==> src/rtl/hs_rx_fifo_if.sv <==
`default_nettype none
// ============================================================================
// Module      : hs_rx_fifo_if
// Description : Receiver-ack/data input side and valid/ready output stream
//               of hs_rx_fifo, bundled as one interface.
// Revision    : 1.0 - initial release
// ============================================================================
interface hs_rx_fifo_if #(
  parameter int WIDTH = 4
);
  logic             hs_ack;
  logic [WIDTH-1:0] hs_data;
  logic             m_valid;
  logic [WIDTH-1:0] m_data;
  logic             m_ready;

  // Environment side: drives the receiver signals and the consumer ready
  modport master (
    output hs_ack, hs_data, m_ready,
    input  m_valid, m_data
  );

  // FIFO side
  modport slave (
    input  hs_ack, hs_data, m_ready,
    output m_valid, m_data
  );
endinterface
`default_nettype wire

==> src/rtl/hs_rx_fifo.sv <==
`default_nettype none
// ============================================================================
// Module      : hs_rx_fifo
// Description : Captures one word per rising edge of the handshake ack into a
//               DEPTH-entry FIFO, presented on a valid/ready stream. Never
//               back-pressures; drops are flagged by sticky overflow.
//               Define HS_RXBUF_DROPCNT_EN to add the saturating drop_cnt port.
// Revision    : 1.0 - initial release
// ============================================================================
module hs_rx_fifo #(
  parameter  int WIDTH = 4,
  parameter  int DEPTH = 4,
  localparam int LW    = $clog2(DEPTH + 1)
) (
  input  wire logic          rclk,
  input  wire logic          reset_n,
  hs_rx_fifo_if.slave        bus,
  output logic [LW-1:0]      level,
  output logic               full,
  output logic               empty,
  output logic               overflow,
`ifdef HS_RXBUF_DROPCNT_EN
  output logic [7:0]         drop_cnt,
`endif
  input  wire logic          clr_ovf
);

  localparam int c_aw = $clog2(DEPTH);
  localparam int c_pw = c_aw + 1;

  logic [WIDTH-1:0] r_mem [DEPTH];
  logic [c_pw-1:0]  r_wr_ptr;
  logic [c_pw-1:0]  r_rd_ptr;
  logic [c_pw-1:0]  w_wr_nxt;
  logic [c_pw-1:0]  w_rd_nxt;
  logic [LW-1:0]    r_level;
  logic [LW-1:0]    w_level_nxt;
  logic             r_full;
  logic             r_empty;
  logic             r_ovf;
  logic             r_ack_q;
  logic             w_strobe;
  logic             w_pop;
  logic             w_push;
  logic             w_drop;

  // r_ack_q resets high so an ack already asserted at release is ignored
  assign w_strobe    = bus.hs_ack & ~r_ack_q;
  assign w_pop       = ~r_empty & bus.m_ready;
  assign w_push      = w_strobe & (~r_full | w_pop);
  assign w_drop      = w_strobe & r_full & ~w_pop;

  assign w_wr_nxt    = r_wr_ptr + c_pw'(w_push);
  assign w_rd_nxt    = r_rd_ptr + c_pw'(w_pop);
  assign w_level_nxt = LW'(c_pw'(w_wr_nxt - w_rd_nxt));

  always_ff @(posedge rclk or negedge reset_n) begin
    if (!reset_n) begin
      r_ack_q  <= 1'b1;
      r_wr_ptr <= '0;
      r_rd_ptr <= '0;
      r_level  <= '0;
      r_full   <= 1'b0;
      r_empty  <= 1'b1;
      r_ovf    <= 1'b0;
    end else begin
      r_ack_q  <= bus.hs_ack;
      r_wr_ptr <= w_wr_nxt;
      r_rd_ptr <= w_rd_nxt;
      r_level  <= w_level_nxt;
      r_full   <= (w_level_nxt == LW'(DEPTH));
      r_empty  <= (w_level_nxt == '0);
      if (w_drop) begin
        r_ovf <= 1'b1;
      end else if (clr_ovf) begin
        r_ovf <= 1'b0;
      end
    end
  end

  // A full FIFO only accepts a write when the head slot is popped that cycle,
  // so the slot under rd_ptr never changes while the head is stalled.
  always_ff @(posedge rclk or negedge reset_n) begin
    if (!reset_n) begin
      for (int i = 0; i < DEPTH; i++) begin
        r_mem[i] <= '0;
      end
    end else if (w_push) begin
      r_mem[r_wr_ptr[c_aw-1:0]] <= bus.hs_data;
    end
  end

`ifdef HS_RXBUF_DROPCNT_EN
  logic [7:0] r_drop_cnt;

  always_ff @(posedge rclk or negedge reset_n) begin
    if (!reset_n) begin
      r_drop_cnt <= 8'd0;
    end else if (w_drop) begin
      if (clr_ovf) begin
        r_drop_cnt <= 8'd1;
      end else if (r_drop_cnt != 8'hFF) begin
        r_drop_cnt <= r_drop_cnt + 8'd1;
      end
    end else if (clr_ovf) begin
      r_drop_cnt <= 8'd0;
    end
  end

  assign drop_cnt = r_drop_cnt;
`endif

  assign bus.m_valid = ~r_empty;
  assign bus.m_data  = r_mem[r_rd_ptr[c_aw-1:0]];
  assign level       = r_level;
  assign full        = r_full;
  assign empty       = r_empty;
  assign overflow    = r_ovf;

endmodule
`default_nettype wire

==> src/flat_wrapper.sv <==
// flat-port wrapper written by rule: the top's interface ports become plain ports
module hs_rx_fifo_flat 
#(
  parameter  int WIDTH = 4,
  parameter  int DEPTH = 4,
  localparam int LW    = $clog2(DEPTH + 1)
)
  (rclk, reset_n, level, full, empty, overflow, clr_ovf, bus_hs_ack, bus_hs_data, bus_m_ready, bus_m_valid, bus_m_data);
  hs_rx_fifo_if #(.WIDTH(WIDTH)) bus_i ();
  input  wire logic rclk;
  input  wire logic reset_n;
  output logic [LW-1:0] level;
  output logic full;
  output logic empty;
  output logic overflow;
  input  wire logic clr_ovf;
  input wire logic [$bits(bus_i.hs_ack)-1:0] bus_hs_ack;
  input wire logic [$bits(bus_i.hs_data)-1:0] bus_hs_data;
  input wire logic [$bits(bus_i.m_ready)-1:0] bus_m_ready;
  output wire logic [$bits(bus_i.m_valid)-1:0] bus_m_valid;
  output wire logic [$bits(bus_i.m_data)-1:0] bus_m_data;
  assign bus_i.hs_ack = bus_hs_ack;
  assign bus_i.hs_data = bus_hs_data;
  assign bus_i.m_ready = bus_m_ready;
  assign bus_m_valid = bus_i.m_valid;
  assign bus_m_data = bus_i.m_data;
  hs_rx_fifo #(.WIDTH(WIDTH), .DEPTH(DEPTH)) u_core (.rclk(rclk), .reset_n(reset_n), .bus(bus_i), .level(level), .full(full), .empty(empty), .overflow(overflow), .clr_ovf(clr_ovf));
endmodule
==> config.mk <==
export PLATFORM = sky130hd
export DESIGN_NAME = hs_rx_fifo_flat
export DESIGN_NICKNAME = d
export VERILOG_FILES = /design/src/rtl/hs_rx_fifo_if.sv /design/src/rtl/hs_rx_fifo.sv /design/src/flat_wrapper.sv
export SDC_FILE = /design/constraint.sdc
export NUM_CORES = 1
export LEC_CHECK = 0
export BUFFER_PORTS_ARGS = -buffer_cell sky130_fd_sc_hd__buf_4
export CORE_MARGIN = 1.5
export CORE_UTILIZATION = 59
export DETAILED_ROUTE_END_ITERATION = 16
export PLACE_DENSITY = 0.82
export SKIP_CTS_REPAIR_TIMING = 1
export SLEW_MARGIN = 10
export SYNTH_ARGS = -nofsm -noshare
export SYNTH_HDL_FRONTEND = slang
export SYNTH_SLANG_ARGS = --single-unit
==> constraint.sdc <==
create_clock -name rclk -period 4.23 [get_ports rclk]
set_input_delay 0.423 -clock rclk [delete_from_list [all_inputs] [get_ports rclk]]
set_output_delay 0.423 -clock rclk [all_outputs]
set_load 0.02 [all_outputs]
==> results.sh, run 1 <==
export IMPL_status="finished with violations"
export IMPL_violations="negative hold slack"
export IMPL_grt_pass1_wl_um=3550
export IMPL_mostFrequentLayoutCells="dfrtp_1, buf_4, mux2_1, inv_1, mux2_2"
export IMPL_antenna_found_initial=0
export IMPL_synth_seq_cells=29
export IMPL_totalWireLength_um=2140
export IMPL_setup_viol=0
export IMPL_port_buffers=19
export IMPL_r2r_start="u_core.empty$_DFF_PN1_"
export IMPL_place_congestion=0.706
export IMPL_wl_per_cell_um=16.2
export IMPL_yosysWarnings=0
export IMPL_clock_root_buffer="clkbuf_4"
export IMPL_end_kind="register"
export IMPL_coreArea_mm2=0.00204
export IMPL_max_cap_violations=0
export IMPL_dr_pass1_iters=4
export IMPL_clk_pin_slew_ns=0.09
export IMPL_power_density_mw_per_mm2=799
export IMPL_final_max_slew_viol_count=0
export IMPL_hold_viol_final=8
export IMPL_reg2reg_depth=9
export IMPL_critPathArrivalTime_ns=2.68
export IMPL_critPathMaxFanout=7
export IMPL_grt_pass1_vias=753
export IMPL_vias=719
export IMPL_whs_ns=-0.00661
export IMPL_crit_required_ns=4.48
export IMPL_area_growth_pct=17.3
export IMPL_ant_nets=0
export IMPL_drive_gt1_frac=0.438
export IMPL_ys_seq_area_frac=0.552
export IMPL_first_iter_violations=10
export IMPL_yosys_area_share_adder=0.0626
export IMPL_syn_area_mm2=0.00132
export IMPL_die_h_um=50.3
export IMPL_synth_xor_xnor_area_share=0.0303
export IMPL_antenna_cells=0
export IMPL_drc=0
export IMPL_worstMarginPinSlew_ns=0.469
export IMPL_overflow=0
export IMPL_route_detailed_vias_per_inst=5.45
export IMPL_final_common_cell="dfrtp_1"
export IMPL_grt_max_degree=30
export IMPL_boundaryPins=20
export IMPL_cts_buffer_depth=2
export IMPL_grt_usage=0.207
export IMPL_synth_compound_area_frac=0.0919
export IMPL_r2r_end="u_core.full$_DFF_PN0_"
export IMPL_slowest_stage="dfstp_2"
export IMPL_start_util=0.646
export IMPL_worstSkewPairLatency_ns=0.33
export IMPL_finalPower_uw=1240
export IMPL_relSlewSlack=0.687
export IMPL_min_path_type="input port to asynchronous set/reset pin"
export IMPL_instances_no_fill=132
export IMPL_synthDistinctLibCells=18
export IMPL_rows=16
export IMPL_htreeDepth=2
export IMPL_period_share=0.574
export IMPL_syn_avg_cell_area_um2=16.9
export IMPL_final_util=0.758
export IMPL_syn_num_nets=93
export IMPL_crit_buf_inv=2
export IMPL_fin_crit_ns=2.43
export IMPL_skew_ns=0.00594
export IMPL_die_w_um=50.3
export IMPL_worst_setup_path_start_kind="register"
export IMPL_synth_top_cell_area_share=0.512
export IMPL_fillers=136
export IMPL_synth_area_top_cells="dfrtp_1, a2111oi_4, mux2_1"
export IMPL_cpPeakStageDelay_ns=0.56
export IMPL_muxShareOfSynthArea=0.205
export IMPL_synthSimpleGateAreaFrac=0.0332
export IMPL_cp_top_family="adder cells"
export IMPL_r2r_slack_ns=1.80
export IMPL_cp_cell_sequence="nand2b_4 > a21oi_1 > ha_1 > inv_1 > ha_1 > inv_1 > fa_1 > xnor3_1 > nor3b_1"
export IMPL_die_area_mm2=0.00253
export IMPL_cts_tree="yes"
export IMPL_dp_cells=124
export IMPL_peakVddDrop_mv=0.643
export IMPL_clock_sink_count=29
export IMPL_synth_top_family_by_area="multiplexers"
export IMPL_dp_hpwl_um=1560
export IMPL_p_leak_uw=0.000700
export IMPL_yosysTopAreaCell="dfrtp_1"
export IMPL_rsz0062_at_grt="no"
export IMPL_synthCells=78
export IMPL_worstSetupPathType="register to register"
export IMPL_cts_buffers=5
export IMPL_setup_tns_ns=0
export IMPL_nNetsFinal=119
export IMPL_fmax_mhz=412
stage by stage:
step                instance area (um^2)  hold WS, ns  worst slack [ns]
detailed placement                  1500        0.363              1.81
CTS                                 1550     -0.00652              1.79
global placement                    1500        0.358              1.84
floorplan                           1320        0.127              1.83
finish                              1550     -0.00661              1.80
global route                        1550       0.0114              1.62
kinds of logic after synthesis:
group                      after synthesis
xor gates and xnor gates                 3
adders and majority gates                6
DFF                                     29
muxes                                   20
buffers and inverters                    9
AOI/OAI and AO/OA                        6
and+or+nand+nor                          5
cell usage after synthesis, drive strengths merged:
| master | count |
|---|---|
| a2111oi | 4 |
| a21oi | 1 |
| fa | 1 |
| ha | 5 |
| nor3b | 1 |
| o22ai | 1 |
| mux4 | 4 |
| nor3 | 1 |
| xnor3 | 1 |
| nand2b | 2 |
| mux2 | 16 |
| inv | 9 |
| nand2 | 1 |
| dfstp | 2 |
| dfrtp | 27 |
| xor2 | 2 |
power breakdown:
| group | total (uW) | switching, uW | internal (uW) |
|---|---|---|---|
| logic | 566 | 261 | 304 |
| clock network | 158 | 94.9 | 63.1 |
| registers | 514 | 99.8 | 414 |
| total | 1240 | 456 | 781 |
worst max path at each step:
stage,startpoint,endpoint,slack [ns],depth (start not counted)
floorplan,u_core.empty$_DFF_PN1_,u_core.full$_DFF_PN0_,1.83,7
global placement,u_core.empty$_DFF_PN1_,u_core.full$_DFF_PN0_,1.84,7
detailed placement,u_core.empty$_DFF_PN1_,u_core.full$_DFF_PN0_,1.81,9
CTS,u_core.empty$_DFF_PN1_,u_core.full$_DFF_PN0_,1.79,9
global route,u_core.empty$_DFF_PN1_,u_core.full$_DFF_PN0_,1.62,9
finish,u_core.empty$_DFF_PN1_,u_core.full$_DFF_PN0_,1.80,9
sequential cells by signal (all words and copies together) (netlist names):
name             flops
u_core.full          1
u_core.empty         1
u_core.r_mem        16
u_core.r_rd_ptr      3
u_core.r_ack_q       1
u_core.overflow      1
u_core.r_wr_ptr      3
u_core.level         3
layer usage:
| metal | wire (um) | up-vias | track usage | part of all wire |
|---|---|---|---|---|
| met5 | 0 | - | 0 | 0 |
| met4 | 46 | 0 | 0.0946 | 0.022 |
| met3 | 102 | 6 | 0.0893 | 0.048 |
| met2 | 1010 | 15 | 0.309 | 0.47 |
| met1 | 979 | 366 | 0.263 | 0.46 |
| li1 | - | 332 | - | - |
area by class of cell:
class,count,area [um^2],area share
clock buffers,6,41.3,0.0267
clock inverters,2,10.0,0.00647
inverters,9,33.8,0.0218
multi-input cells,40,558,0.361
flip-flops and latches,29,728,0.470
well taps,27,33.8,0.0218
repair buffers,19,143,0.0922
Power figures use the tool's default switching activity.
==> inputs of run 2 (changes only) <==
--- a/config.mk
+++ b/config.mk
@@ -7,9 +7,9 @@
 export LEC_CHECK = 0
 export BUFFER_PORTS_ARGS = -buffer_cell sky130_fd_sc_hd__buf_4
 export CORE_MARGIN = 1.5
-export CORE_UTILIZATION = 59
+export CORE_UTILIZATION = 55
 export DETAILED_ROUTE_END_ITERATION = 16
-export PLACE_DENSITY = 0.82
+export PLACE_DENSITY = 0.77
 export SKIP_CTS_REPAIR_TIMING = 1
 export SLEW_MARGIN = 10
 export SYNTH_ARGS = -nofsm -noshare
==> constraint.sdc (replaced) <==
create_clock -name rclk -period 2.5 [get_ports rclk]
set_input_delay 0.25 -clock rclk [delete_from_list [all_inputs] [get_ports rclk]]
set_output_delay 0.25 -clock rclk [all_outputs]
set_load 0.02 [all_outputs]
==> results.sh, run 2 (same netlist as run 1, synthesis figures left out) <==
export IMPL_switching_share=0.360
export IMPL_area_growth_pct=21.6
export IMPL_drc=0
export IMPL_whs_ns=0.0467
export IMPL_p_leak_uw=0.000729
export IMPL_critPathMaxFanout=3
export IMPL_antenna_found_initial=0
export IMPL_final_common_cell="dfrtp_1"
export IMPL_regMostFlops="u_core.r_mem"
export IMPL_clock_sink_count=29
export IMPL_nNetsFinal=123
export IMPL_overflow=0
export IMPL_start_util=0.591
export IMPL_relSlewSlack=0.691
export IMPL_cts_buffers=5
export IMPL_rows=17
export IMPL_coreArea_mm2=0.00223
export IMPL_fillers=145
export IMPL_reg2reg_depth=7
export IMPL_antenna_cells=0
export IMPL_period_share=0.927
export IMPL_dr_pass1_iters=4
export IMPL_p_int_uw=1400
export IMPL_die_h_um=52.0
export IMPL_final_max_slew_viol_count=0
export IMPL_htreeDepth=2
export IMPL_largest_reg_flops=16
export IMPL_preCtsSetupSlack_ns=0.120
export IMPL_place_congestion=0.682
export IMPL_setup_viol=0
export IMPL_fin_crit_ns=2.32
export IMPL_fmax_mhz=431
export IMPL_wl_per_cell_um=14.9
export IMPL_worstSkewPairLatency_ns=0.32
export IMPL_die_w_um=52.0
export IMPL_power_switching_uw=789
export IMPL_vias=720
export IMPL_final_util=0.719
export IMPL_crit_required_ns=2.73
export IMPL_worstMarginPinSlew_ns=0.463
export IMPL_rsz0062_at_grt="no"
export IMPL_skew_ns=0.00793
export IMPL_first_iter_violations=9
export IMPL_min_path_type="input port to register"
export IMPL_clkPwrFrac=0.146
export IMPL_port_buffers=19
export IMPL_clock_root_buffer="clkbuf_4"
export IMPL_ant_nets=0
export IMPL_fin_ws_ns=0.182
export IMPL_seq_power_share=0.391
export IMPL_grt_pass1_wl_um=3570
export IMPL_end_kind="register"
export IMPL_seqCellArea_um2=728
export IMPL_multi_input_comb_area_um2=563
export IMPL_instances_no_fill=137
export IMPL_totalWireLength_um=2040
export IMPL_combPwrFrac=0.463
export IMPL_dp_cells=128
export IMPL_status="finished clean"
export IMPL_power_density_mw_per_mm2=1360
export IMPL_setup_tns_ns=0
export IMPL_die_area_mm2=0.00270
export IMPL_whs_path_depth=1
export IMPL_hold_viol_final=0
export IMPL_grt_max_degree=30
export IMPL_grt_pass1_vias=770
export IMPL_boundaryPins=20
export IMPL_worstSetupPathType="register to register"
export IMPL_max_cap_violations=0
export IMPL_dp_hpwl_um=1520
export IMPL_drive_gt1_frac=0.468
export IMPL_critPathArrivalTime_ns=2.55
export IMPL_grt_usage=0.199
export IMPL_cts_buffer_depth=2
export IMPL_clk_pin_slew_ns=0.09
export IMPL_cts_tree="yes"
export IMPL_worst_setup_path_start_kind="register"
export IMPL_peakVddDrop_mv=1.13
export IMPL_mostFrequentLayoutCells="dfrtp_1, buf_4, mux2_1, inv_1, mux2_2"
export IMPL_route_detailed_vias_per_inst=5.26
## run 2: cell count changes in the layout (fill, tap and decap cells not counted), sizes merged
cell,delta
buf,+3
clkbuf,+1
clkinv,-1
dlygate4sd3,+1
## run 2: layout make-up
| type | instances | share of cell area |
|---|---|---|
| clock buffers | 7 | 0.0405 |
| multi-input cells | 40 | 0.351 |
| flip-flops and latches | 29 | 0.454 |
| repair buffers | 23 | 0.109 |
| inverters | 9 | 0.0210 |
| well taps | 28 | 0.0218 |
| clock inverters | 1 | 0.00312 |
## run 2: power groups by stage
| stage | Sequential, uW | Combinational (uW) | Clock [uW] |
|---|---|---|---|
| after detailed placement | 871 | 1000 | 0 |
| final | 857 | 1010 | 319 |
| after CTS | 860 | 1010 | 328 |
| after global placement | 856 | 971 | 0 |
| after floorplan | 879 | 666 | 0 |
| after global routing | 888 | 1130 | 346 |
## run 2: critical path, cell delays in order (launching register included)
cell and delay [ns]:
dfstp_2 0.55, nand2b_4 0.13, a21oi_1 0.07, ha_1 0.19
ha_1 0.32, fa_1 0.39, xnor3_1 0.40, nor3b_2 0.19
## run 2: path summary, 6_finish.rpt
kind	startpoint	to	slack, ns
worst max-delay path	u_core.empty$_DFF_PN1_	u_core.full$_DFF_PN0_	0.18
worst min register to register	u_core.r_rd_ptr[2]$_DFF_PN0_	u_core.r_rd_ptr[2]$_DFF_PN0_	0.47
max in group asynchronous	reset_n	u_core.empty$_DFF_PN1_	1.81
min in group asynchronous	reset_n	u_core.overflow$_DFFE_PN0P_	0.37
worst max register to register	u_core.empty$_DFF_PN1_	u_core.full$_DFF_PN0_	0.18
worst min-delay path	bus_hs_ack	u_core.r_ack_q$_DFF_PN1_	0.05
## run 2: metrics by stage
| step | instance area (um^2) | total power, uW |
|---|---|---|
| finish | 1610 | 2190 |
| floorplan | 1320 | 1540 |
| global route | 1610 | 2360 |
| CTS | 1590 | 2190 |
| global placement | 1520 | 1830 |
| detailed placement | 1520 | 1880 |
## run 2: metal layers
| metal | global-route usage | part of all wire | wire length (um) | vias to the layer above |
|---|---|---|---|---|
| met2 | 0.281 | 0.49 | 1000 | 16 |
| li1 | - | - | - | 338 |
| met4 | 0.132 | 0.014 | 29 | 0 |
| met5 | 0 | 0 | 0 | - |
| met3 | 0.0603 | 0.046 | 94 | 4 |
| met1 | 0.264 | 0.45 | 906 | 362 |
